File: src/rtl/draw_rect_array.sv
// Rectangle overlay stage: up to N_RECT prioritised filled rectangles over the
// pixel stream, with a shadow config bank committed at the rising edge of vblnk.
module draw_rect_array #(
  parameter int N_RECT = 4,
  parameter int IDX_W  = 2,
  parameter int CW     = 11
) (
  input  logic             clk_in,
  input  logic             rst,
  input  logic [CW-1:0]    hcount_in,
  input  logic [CW-1:0]    vcount_in,
  input  logic             hsync_in,
  input  logic             vsync_in,
  input  logic             hblnk_in,
  input  logic             vblnk_in,
  input  logic [3:0]       r_in,
  input  logic [3:0]       g_in,
  input  logic [3:0]       b_in,
  input  logic             cfg_wr,
  input  logic [IDX_W-1:0] cfg_idx,
  input  logic             cfg_en,
  input  logic [CW-1:0]    cfg_x,
  input  logic [CW-1:0]    cfg_y,
  input  logic [CW-1:0]    cfg_w,
  input  logic [CW-1:0]    cfg_h,
  input  logic [11:0]      cfg_rgb,
  output logic             cfg_pending,
  output logic             frame_tick,
  output logic [CW-1:0]    hcount_out,
  output logic [CW-1:0]    vcount_out,
  output logic             hsync_out,
  output logic             vsync_out,
  output logic             hblnk_out,
  output logic             vblnk_out,
  output logic [3:0]       r_out,
  output logic [3:0]       g_out,
  output logic [3:0]       b_out
);

  localparam logic [IDX_W:0] N_RECT_LIM = (IDX_W + 1)'(N_RECT);

  logic              vblnk_prev_reg;
  logic              commit;
  logic              wr_ok;
  logic [N_RECT-1:0] hit_next;
  logic [N_RECT-1:0] hit_s1_reg;
  logic [11:0]       slot_rgb [N_RECT];

  logic [CW-1:0] hcount_s1_reg, vcount_s1_reg;
  logic          hsync_s1_reg, vsync_s1_reg, hblnk_s1_reg, vblnk_s1_reg;
  logic [11:0]   bg_s1_reg;
  logic [11:0]   rgb_next;

  assign commit = vblnk_in && !vblnk_prev_reg;
  assign wr_ok  = cfg_wr && ({1'b0, cfg_idx} < N_RECT_LIM);

  // Per-slot shadow/active banks and hit test against the active bank.
  for (genvar gi = 0; gi < N_RECT; gi++) begin : g_slot
    logic          en_sh_reg, en_act_reg;
    logic [CW-1:0] x_sh_reg, y_sh_reg, w_sh_reg, h_sh_reg;
    logic [CW-1:0] x_act_reg, y_act_reg, w_act_reg, h_act_reg;
    logic [11:0]   rgb_sh_reg, rgb_act_reg, rgb_s1_reg;

    always_ff @(posedge clk_in) begin
      if (rst) begin
        en_sh_reg   <= 1'b0;
        x_sh_reg    <= '0;
        y_sh_reg    <= '0;
        w_sh_reg    <= '0;
        h_sh_reg    <= '0;
        rgb_sh_reg  <= '0;
        en_act_reg  <= 1'b0;
        x_act_reg   <= '0;
        y_act_reg   <= '0;
        w_act_reg   <= '0;
        h_act_reg   <= '0;
        rgb_act_reg <= '0;
        rgb_s1_reg  <= '0;
      end else begin
        // Non-blocking copy takes the shadow as it stood before a same-cycle write.
        if (commit) begin
          en_act_reg  <= en_sh_reg;
          x_act_reg   <= x_sh_reg;
          y_act_reg   <= y_sh_reg;
          w_act_reg   <= w_sh_reg;
          h_act_reg   <= h_sh_reg;
          rgb_act_reg <= rgb_sh_reg;
        end
        if (wr_ok && cfg_idx == IDX_W'(gi)) begin
          en_sh_reg  <= cfg_en;
          x_sh_reg   <= cfg_x;
          y_sh_reg   <= cfg_y;
          w_sh_reg   <= cfg_w;
          h_sh_reg   <= cfg_h;
          rgb_sh_reg <= cfg_rgb;
        end
        // Colour travels with its hit bit so a commit cannot tear a pixel in flight.
        rgb_s1_reg <= rgb_act_reg;
      end
    end

    assign hit_next[gi] = en_act_reg
        && ({1'b0, hcount_in} >= {1'b0, x_act_reg})
        && ({1'b0, hcount_in} <  ({1'b0, x_act_reg} + {1'b0, w_act_reg}))
        && ({1'b0, vcount_in} >= {1'b0, y_act_reg})
        && ({1'b0, vcount_in} <  ({1'b0, y_act_reg} + {1'b0, h_act_reg}));

    assign slot_rgb[gi] = rgb_s1_reg;
  end

  always_ff @(posedge clk_in) begin
    if (rst) begin
      vblnk_prev_reg <= 1'b1;
      cfg_pending    <= 1'b0;
      frame_tick     <= 1'b0;
    end else begin
      vblnk_prev_reg <= vblnk_in;
      frame_tick     <= commit;
      if (wr_ok)
        cfg_pending <= 1'b1;
      else if (commit)
        cfg_pending <= 1'b0;
    end
  end

  always_ff @(posedge clk_in) begin
    if (rst) begin
      hcount_s1_reg <= '0;
      vcount_s1_reg <= '0;
      hsync_s1_reg  <= 1'b0;
      vsync_s1_reg  <= 1'b0;
      hblnk_s1_reg  <= 1'b0;
      vblnk_s1_reg  <= 1'b0;
      bg_s1_reg     <= '0;
      hit_s1_reg    <= '0;
    end else begin
      hcount_s1_reg <= hcount_in;
      vcount_s1_reg <= vcount_in;
      hsync_s1_reg  <= hsync_in;
      vsync_s1_reg  <= vsync_in;
      hblnk_s1_reg  <= hblnk_in;
      vblnk_s1_reg  <= vblnk_in;
      bg_s1_reg     <= {r_in, g_in, b_in};
      hit_s1_reg    <= hit_next;
    end
  end

  // Walk from the highest slot down so the lowest hitting index wins.
  always_comb begin
    rgb_next = bg_s1_reg;
    for (int i = N_RECT - 1; i >= 0; i--)
      if (hit_s1_reg[i]) rgb_next = slot_rgb[i];
    if (hblnk_s1_reg || vblnk_s1_reg) rgb_next = '0;
  end

  always_ff @(posedge clk_in) begin
    if (rst) begin
      hcount_out <= '0;
      vcount_out <= '0;
      hsync_out  <= 1'b0;
      vsync_out  <= 1'b0;
      hblnk_out  <= 1'b0;
      vblnk_out  <= 1'b0;
      r_out      <= '0;
      g_out      <= '0;
      b_out      <= '0;
    end else begin
      hcount_out <= hcount_s1_reg;
      vcount_out <= vcount_s1_reg;
      hsync_out  <= hsync_s1_reg;
      vsync_out  <= vsync_s1_reg;
      hblnk_out  <= hblnk_s1_reg;
      vblnk_out  <= vblnk_s1_reg;
      r_out      <= rgb_next[11:8];
      g_out      <= rgb_next[7:4];
      b_out      <= rgb_next[3:0];
    end
  end

endmodule
File: config.mk
export PLATFORM = sky130hd
export DESIGN_NAME = draw_rect_array
export DESIGN_NICKNAME = d
export VERILOG_FILES = /design/src/rtl/draw_rect_array.sv
export SDC_FILE = /design/constraint.sdc
export NUM_CORES = 1
export LEC_CHECK = 0
export ABC_AREA = 1
export ABC_CLOCK_PERIOD_IN_PS = 6400
export BUFFER_PORTS_ARGS = -buffer_cell sky130_fd_sc_hd__buf_4
export CORE_MARGIN = 3
export CORE_UTILIZATION = 41
export CTS_CLUSTER_SIZE = 14
export DETAILED_ROUTE_END_ITERATION = 12
export PLACE_DENSITY = 0.56
export SYNTH_ARGS = -nofsm -noshare
export SYNTH_HDL_FRONTEND = slang
export SYNTH_SLANG_ARGS = --single-unit
File: constraint.sdc
create_clock -name clk_in -period 6.4 [get_ports clk_in]
set_input_delay 0.64 -clock clk_in [delete_from_list [all_inputs] [get_ports clk_in]]
set_output_delay 0.64 -clock clk_in [all_outputs]
set_load 0.005 [all_outputs]
Word level (Yosys, flattened, before mapping)
Cells that the tools add are included.

word-level totals
  bits in registers = 587
  input port bits = 100
  output and inout port bits = 40
  logic and storage cells = 131

cells by class
  $add $sub $neg = 8
  magnitude comparators = 16
  equal/unequal tests = 3
  mux-type cells = 6
  reduce and logical (&&, ||, !) cells = 26

operators by type and width
  kind                number
  $add 11x11->12      8
  $lt 11x12->1        8
  $ge 11x11->1        8
  $mux 12             4
  $logic_and 1x1->1   21
  $eq 2x2->1 const B  2
  $eq 2x1->1 const B  1
  $logic_not 2->1     1
  $mux 1              2
  $reduce_bool 2->1   1
  $reduce_or 2->1     1
  $logic_not 1->1     1
  $logic_or 1x1->1    1

Logic depth before layout (Yosys ltp)
Gate-level depths: netlist of run 1.

  word-level depth = 5
  depth in mapped cells = 18
  depth with buffers taken out = 18

Worst setup path after synthesis of run 1
Ideal clock, no wire load.

  path kind = reg2reg
  start point = register g_slot[0].y_act_reg[0]
  end point = register hit_s1_reg[0]
  setup time = 111 ps
  arrival = 2,307 ps
  required time = 6,289 ps
  path slack = 3,982 ps
  cell stages (with the launch flop) = 19
  buffers on the path = 0
  clock period less this slack = 2,418 ps
  cell sequence = dfxtp_1 ha_1 inv_1 fa_1 nand3b_1 nand2_1 nand3_1 nand3_1 nand2_1 a21oi_1 nor2_1 nand2_1 nand2_1 ha_1 inv_1 nor2_1 nand3_1 nand3_1 nor2_1

between the ends
  word-level cells in the longest chain between the ends = 3
  elaborated cells between the ends (all ways) = 5
  classes of those cells = add/sub: 1; order compare: 2; reduce/logical: 2

RTL lines
  what                                               RTL line  text
  start: declaration                                 61        logic [CW-1:0] x_act_reg, y_act_reg, w_act_reg, h_act_reg;
  start signal: assignment                           84        y_act_reg <= y_sh_reg;
  $add 11x11->12 or $ge 11x11->1 (tied branches)     106, 105
  $lt 11x12->1 or $logic_and 1x1->1 (tied branches)  106, 105
  $logic_and 1x1->1 *                                106       && ({1'b0, vcount_in} < ({1'b0, y_act_reg} + {1'b0, h_act_reg}));
  end signal: assignment                             144       hit_s1_reg <= hit_next;
  end: declaration                                   46        logic [N_RECT-1:0] hit_s1_reg;

Mark *: on every way between the ends. The rest lies on a longest branch, timed or not.
A chain may end at the register's enable or synchronous reset.

Worst setup path after layout of run 1
Ends and elaborated chain as after synthesis.

==> flow_metrics.tcl, run 1 <==
set metrics [dict create \
    status "completed" \
    hold_viol 0 \
    yosysWarnings 0 \
    hold_buffers 0 \
    dp_slack_ns 3.151 \
    endpoint_kind "flip-flop" \
    cp.required_ns 6.88 \
    cts_tree "yes" \
    crit_type "flip-flop to flip-flop" \
    path_buf_inv 2 \
    finClkSkew_ns 0.01967 \
    timing.fmax_mhz 340.3 \
    period_share_pct 45.92 \
    cts_num_sinks 587 \
    cts_resized 0 \
    hold_class "input pin to flip-flop" \
    drc 0 \
    setup_viol 0 \
    synth_common_cells "nor2_1, dfxtp_1, nand2_1" \
    crit_slowest_cell "fa_1" \
    startpoint_type "flip-flop" \
    grt_overflow 0 \
    synth_fp_nets 3880 \
    ir_worst_vdd_uv 207.2 \
    routed_wl_um 81110 \
    routed_via_density 5.127 \
    rows 94 \
    crit_top_cell "nand2_1" \
    synth-seq-cells 587 \
    antenna_left 0 \
    syn_to_final_growth_pct 12.99 \
    htreeDepth 3 \
    antenna_found_initial 2 \
    rsz0062_at_grt "no" \
    cp.arrival_ns 3.42 \
    layout_setup_ws_ns 3.461 \
    power.density_mw_per_mm2 282.0 \
    num_io_pins 140 \
    synth_area_mm2 0.02766 \
    drt-wirelength-per-cell_um 18.12 \
    yosysSeqAreaShare_pct 42.49 \
    place.gp.congestion 0.8366 \
    synth_cell_types 45 \
    final-max-slew-violation-count 0 \
    worst_pin_slew_ns 1.057 \
    die_w_um 265.7 \
    place_hpwl_um 52370 \
    syn_inst 3516 \
    synth_edf_count 0 \
    grt_pass1_vias 21777 \
    die_h_um 265.7 \
    tns_ns 0 \
    drt_iter0_drc 1588 \
    yosysTopAreaCellShare_pct 42.49 \
    clk_latency_ns 0.60 \
    grt_max_degree 144 \
    die-area_mm2 0.07061 \
    cp_top_family "simple AND/OR/NAND/NOR gates" \
    cts_max_path_buffers 3 \
    cts_inserted_buffers 66 \
    cts_root_buf "clkbuf_16" \
    drt_pass1_iterations 5 \
    cts_setup_buffers 0 \
    coreArea_mm2 0.06633 \
    diodes 0 \
    slowest_delay_ns 0.40 \
    finalCriticalPeriod_ns 2.939 \
    slew_headroom_pct 29.54 \
    post-synth-top-count-cell "nor2_1" \
    p_leak_nw 13.82 \
    vias 22947 \
    ys_top_cells_by_area "dfxtp_1, ha_1, nor2_1, a21oi_1, nand2_1" \
    drive_above_1_share_pct 8.278 \
    grt_pass1_wl_um 126000 \
    yosysTopAreaCell "dfxtp_1" \
    start_util_pct 41.70 \
    grt_usage_pct 22.80 \
    async_flop_share_pct 0 \
    cp_max_fo 3 \
    drv_cap 0 \
    clk_transition_reported_paths_ns 0.06 \
    path_cells "ha_1 -> inv_1 -> fa_1 -> nand3b_1 -> nand2_1 -> nand3_1 -> nand3_1 -> nand2_1 -> a21oi_1 -> nor2_1 -> nand2_1 -> nand2_1 -> ha_1 -> inv_1 -> nor2_1 -> a21oi_1 -> nand3_1 -> nor2_1" \
    nets 3931 \
    synth_flop_cell "dfxtp_1" \
    syn_area_per_cell_um2 7.867 \
    port-buffer-count 139 \
]
cells in the final DEF, fill, tap and decap left out, types with 5 or more instances in the layout:
| cell type | n |
|---|---|
| nor2_1 | 621 |
| dfxtp_1 | 587 |
| nand2_1 | 384 |
| a21oi_1 | 350 |
| inv_1 | 319 |
| o21ai_0 | 274 |
| ha_1 | 256 |
| nand3_1 | 178 |
| buf_4 | 157 |
| clkbuf_16 | 69 |
| o21ai_1 | 67 |
| xor2_1 | 45 |
| o22a_1 | 44 |
| nand4_1 | 29 |
| xnor2_1 | 26 |
| o21a_1 | 22 |
| nor3_1 | 21 |
| clkbuf_1 | 16 |
| a21o_1 | 14 |
| clkbuf_8 | 13 |
| mux2i_1 | 12 |
| a21oi_2 | 10 |
| o31ai_1 | 8 |
| fa_1 | 8 |
| a31oi_1 | 7 |
| inv_2 | 6 |
| nand2_2 | 6 |
| bufinv_16 | 6 |
| o21ai_2 | 5 |
| nand3b_1 | 5 |
| and3_1 | 5 |
report_power, final:
group	internal, mW	switching (mW)	total, mW
logic	0.369	0.662	1.03
clock network	2.35	1.53	3.88
registers	3.82	0.0783	3.90
worst min-delay path, stage by stage:
cell,delay (ns)
buf_4,0.07
inv_1,0.03
nor2_1,0.06
metrics by stage:
step | utilization (%) | instance area, um^2 | std cells | power, mW | hold WS, ns
floorplan | - | 27660 | 3516 | 4.642 | 0.3883
global placement | 43.79 | 29050 | 4363 | 4.999 | 0.3887
detailed placement | 43.79 | 29050 | 4363 | 5.008 | 0.3942
CTS | 47.11 | 31250 | 4476 | 8.906 | 0.2227
global route | 47.11 | 31250 | 4476 | 9.197 | 0.2355
finish | 47.11 | 31250 | 4476 | 8.814 | 0.2541
metal layers:
layer  vias to the layer above  routed length, um  track usage [%]  share of wire (%)
li1                      11718                  -                -                  -
met3                        88               3765            3.186                4.6
met1                     10676              39770            32.42                 49
met5                         -                 27                0              0.033
met4                         4               1536            4.905                1.9
met2                       461              36010            36.95                 44
layout make-up:
cell class / instances / area [um^2]
timing repair buffer: 158 / 1192
sequential: 587 / 11750
clock buffer: 97 / 1952
multi-input combinational: 2427 / 13780
tap: 864 / 1081
clock inverter: 16 / 249.0
fill: 6716 / 35080
inverter: 327 / 1242
logic make-up after synthesis:
family          share of synthesized area, %
xor+xnor                               2.248
flops                                  42.49
fa+ha+maj                              12.16
compound gates                         16.15
mux                                   0.4343
simple gates                           18.78
buf+inv                                7.735
worst paths after layout:
check                                           start                  endpoint  slack [ns]  depth (start not counted)
setup / recovery  g_slot[0].y_act_reg[0]$_SDFFE_PP0P_  hit_s1_reg[0]$_SDFF_PP0_        3.46                         18
hold / removal                                r_in[2]  bg_s1_reg[10]$_SDFF_PP0_        0.25                          3
setup reg to reg  g_slot[0].y_act_reg[0]$_SDFFE_PP0P_  hit_s1_reg[0]$_SDFF_PP0_        3.46                         18
hold reg to reg           vcount_s1_reg[2]$_SDFF_PP0_  vcount_out[2]$_SDFF_PP0_        0.40                          2
Power figures use the tool's default switching activity.
==> run 2, diff against run 1 <==
ABC_AREA = 0   (was 1)
ABC_CLOCK_PERIOD_IN_PS = 2510   (was 6400)
PLACE_DENSITY = 0.58   (was 0.56)
clock period = 2.51 ns   (was 6.4 ns; I/O delays follow)
==> run 2 against run 1 <==
  * The run now ends with negative setup slack left
  * Critical endpoint unchanged
  * Highest routed layer unchanged
  * Routed wire length shrank 2.5%
  * Combinational power grew 69%
  * Maximum frequency shrank 14%
  * Critical path type unchanged
==> flow_metrics.tcl, run 2 <==
set metrics [dict create \
    place_hpwl_um 51860 \
    cp.required_ns 3.00 \
    clk_transition_reported_paths_ns 0.06 \
    power.density_mw_per_mm2 664.2 \
    cp_max_fo 2 \
    comb_power_share_pct 7.9 \
    grt_overflow 0 \
    finClkSkew_ns 0.02171 \
    hold_viol 0 \
    routed_via_density 5.170 \
    grt_max_degree 111 \
    power.share.clock_pct 48.4 \
    place.gp.congestion 0.8513 \
    mostFrequentLayoutCell "nand2_1" \
    syn_inst 3170 \
    synth-seq-cells 587 \
    rows 92 \
    syn_area_per_cell_um2 8.348 \
    routed_wl_um 79060 \
    rsz0062_at_grt "yes" \
    holdPathStages 2 \
    die-area_mm2 0.06763 \
    drt-wirelength-per-cell_um 17.91 \
    crit_top_cell "a21oi_2" \
    seqPwrFrac_pct 43.7 \
    die_w_um 260.1 \
    die_h_um 260.1 \
    cp.arrival_ns 3.89 \
    hp-start "vcount_in[8]" \
    path_buf_inv 0 \
    hold_class "input pin to flip-flop" \
    worstHoldEndpoint "vcount_s1_reg[8]$_SDFF_PP0_" \
    antenna_left 0 \
    synth_fp_nets 3534 \
    most-common-layout-cells "nand2_1, dfxtp_1, a21oi_1" \
    synth_cell_types 66 \
    p_leak_nw 13.26 \
    cts_inserted_buffers 69 \
    timing.fmax_mhz 294.2 \
    grt_pass1_wl_um 123500 \
    drive_above_1_share_pct 15.65 \
    layout_setup_ws_ns -0.8894 \
    rrSetupSlack_ns -0.89 \
    stdcell_count 4414 \
    synth_flop_cell "dfxtp_1" \
    post-synth-top-count-cell "nand2_1" \
    synth_area_mm2 0.02646 \
    sw_frac_of_total_pct 23.48 \
    grt_usage_pct 23.20 \
    worst_pin_slew_ns 0.8790 \
    final-max-slew-violation-count 0 \
    clk_latency_ns 0.61 \
    endpoint_kind "flip-flop" \
    cts_num_sinks 587 \
    vias 22819 \
    startpoint "g_slot[0].x_act_reg[0]$_SDFFE_PP0P_" \
    utilization_pct 52.57 \
    startpoint_type "flip-flop" \
    drv_cap 0 \
    coreArea_mm2 0.06343 \
    async_flop_share_pct 0 \
    power.total_mw 22.15 \
    drt_pass1_iterations 7 \
    crit_slowest_cell "a2111o_1" \
    port-buffer-count 139 \
    synth_common_cells "nand2_1, dfxtp_1, a21oi_1" \
    antenna_found_initial 4 \
    yosysWarnings 0 \
    rr_startpoint "g_slot[0].x_act_reg[0]$_SDFFE_PP0P_" \
    num_io_pins 140 \
    yosysTopAreaCell "dfxtp_1" \
    cts_root_buf "clkbuf_16" \
    cts_tree "yes" \
    cts_max_path_buffers 3 \
    slew_headroom_pct 41.40 \
    drt_iter0_drc 1401 \
    switchingPower_mw 5.200 \
    syn_to_final_growth_pct 26.02 \
    ys_top_cells_by_area "dfxtp_1, ha_1, nand2_1, a21oi_1, nor2b_1" \
    ir_worst_vdd_uv 425.2 \
    slowest_delay_ns 0.40 \
    htreeDepth 3 \
    violations "negative setup slack" \
    dpl.cell_count 4203 \
    rr_endpoint "hit_s1_reg[0]$_SDFF_PP0_" \
    period_share_pct 135.4 \
    grt_pass1_vias 22709 \
    status "complete, but fails checks" \
    drc 0 \
    yosysTopAreaCellShare_pct 44.41 \
    p_int_mw 16.95 \
    synth_edf_count 0 \
    nets 3877 \
    crit_type "flip-flop to flip-flop" \
    path_cells "ha_4 -> fa_2 -> a21o_1 -> a21oi_2 -> o21bai_1 -> a2111o_1 -> a31o_1 -> a21oi_2 -> xor2_1 -> ha_1 -> o211ai_1 -> a21oi_1 -> a221oi_2 -> a211oi_1 -> a2111oi_1" \
    cp_top_family "compound AO/OA/AOI/OAI gates" \
    dp_slack_ns -1.058 \
    finalCriticalPeriod_ns 3.399 \
    hold_ws_ns 0.03253 \
    setup_viol 4 \
    start_util_pct 41.72 \
    yosysSeqAreaShare_pct 44.41 \
    worstRegToRegCells 15 \
]
-- run 2: cell type report --
| class | count | area [um^2] |
|---|---|---|
| inverters | 126 | 473.0 |
| multi-input cells | 2292 | 13960 |
| repair buffers | 437 | 3628 |
| clock buffers | 98 | 2028 |
| clock inverters | 25 | 422.9 |
| diodes | 3 | 7.507 |
| well taps | 846 | 1059 |
| flip-flops and latches | 587 | 11770 |
| fillers | 5924 | 30080 |
-- run 2: worst max-delay path by stage --
| stage | to | depth (start not counted) |
|---|---|---|
| after floorplan | hit_s1_reg[3]$_SDFF_PP0_ | 15 |
| after global placement | hit_s1_reg[2]$_SDFF_PP0_ | 15 |
| after detailed placement | hit_s1_reg[2]$_SDFF_PP0_ | 15 |
| after CTS | hit_s1_reg[0]$_SDFF_PP0_ | 15 |
| after global routing | hit_s1_reg[0]$_SDFF_PP0_ | 15 |
| final | hit_s1_reg[0]$_SDFF_PP0_ | 15 |
-- run 2: metrics by stage --
stage | area, um^2 | TNS (ns)
2_1_floorplan | 26540 | -2.135
3_3_place_gp | 29820 | -3.524
3_5_place_dp | 29820 | -3.866
4_1_cts | 33190 | -3.428
5_1_grt | 33340 | -3.973
6_report | 33350 | -3.172
-- run 2: logic make-up after synthesis --
kind of cell | Yosys count | share of synthesized area (%)
AOI/OAI and AO/OA | 781 | 17.27
xor gates and xnor gates | 63 | 2.085
and+or+nand+nor | 1172 | 18.94
DFF | 587 | 44.41
adders and majority gates | 264 | 12.71
buffers and inverters | 291 | 4.137
muxes | 12 | 0.4539
-- run 2: power groups by stage --
stage | combinational (mW) | sequential (mW) | clock, mW
4_1_cts | 1.73 | 9.69 | 11.0
3_5_place_dp | 1.61 | 9.89 | 0
3_3_place_gp | 1.57 | 9.88 | 0
5_1_grt | 1.92 | 9.71 | 11.3
2_1_floorplan | 0.853 | 9.86 | 0
6_report | 1.74 | 9.69 | 10.7
-- run 2: layer usage --
metal,track usage (%),wire length [um],vias to the layer above,share of wire (%)
met3,4.791,4802,170,6.1
met2,38.90,36750,503,46
met1,29.09,34750,10766,44
li1,-,-,11378,-
met5,0,11,-,0.014
met4,9.384,2744,2,3.5
-- run 2: timing repair --
action                     CTS  global route
pin swaps                   20            25
hold endpoints to repair   248             0
buffers inserted             9             2
setup endpoints to repair    4             4
hold buffers                76             0
resized for setup           25            31
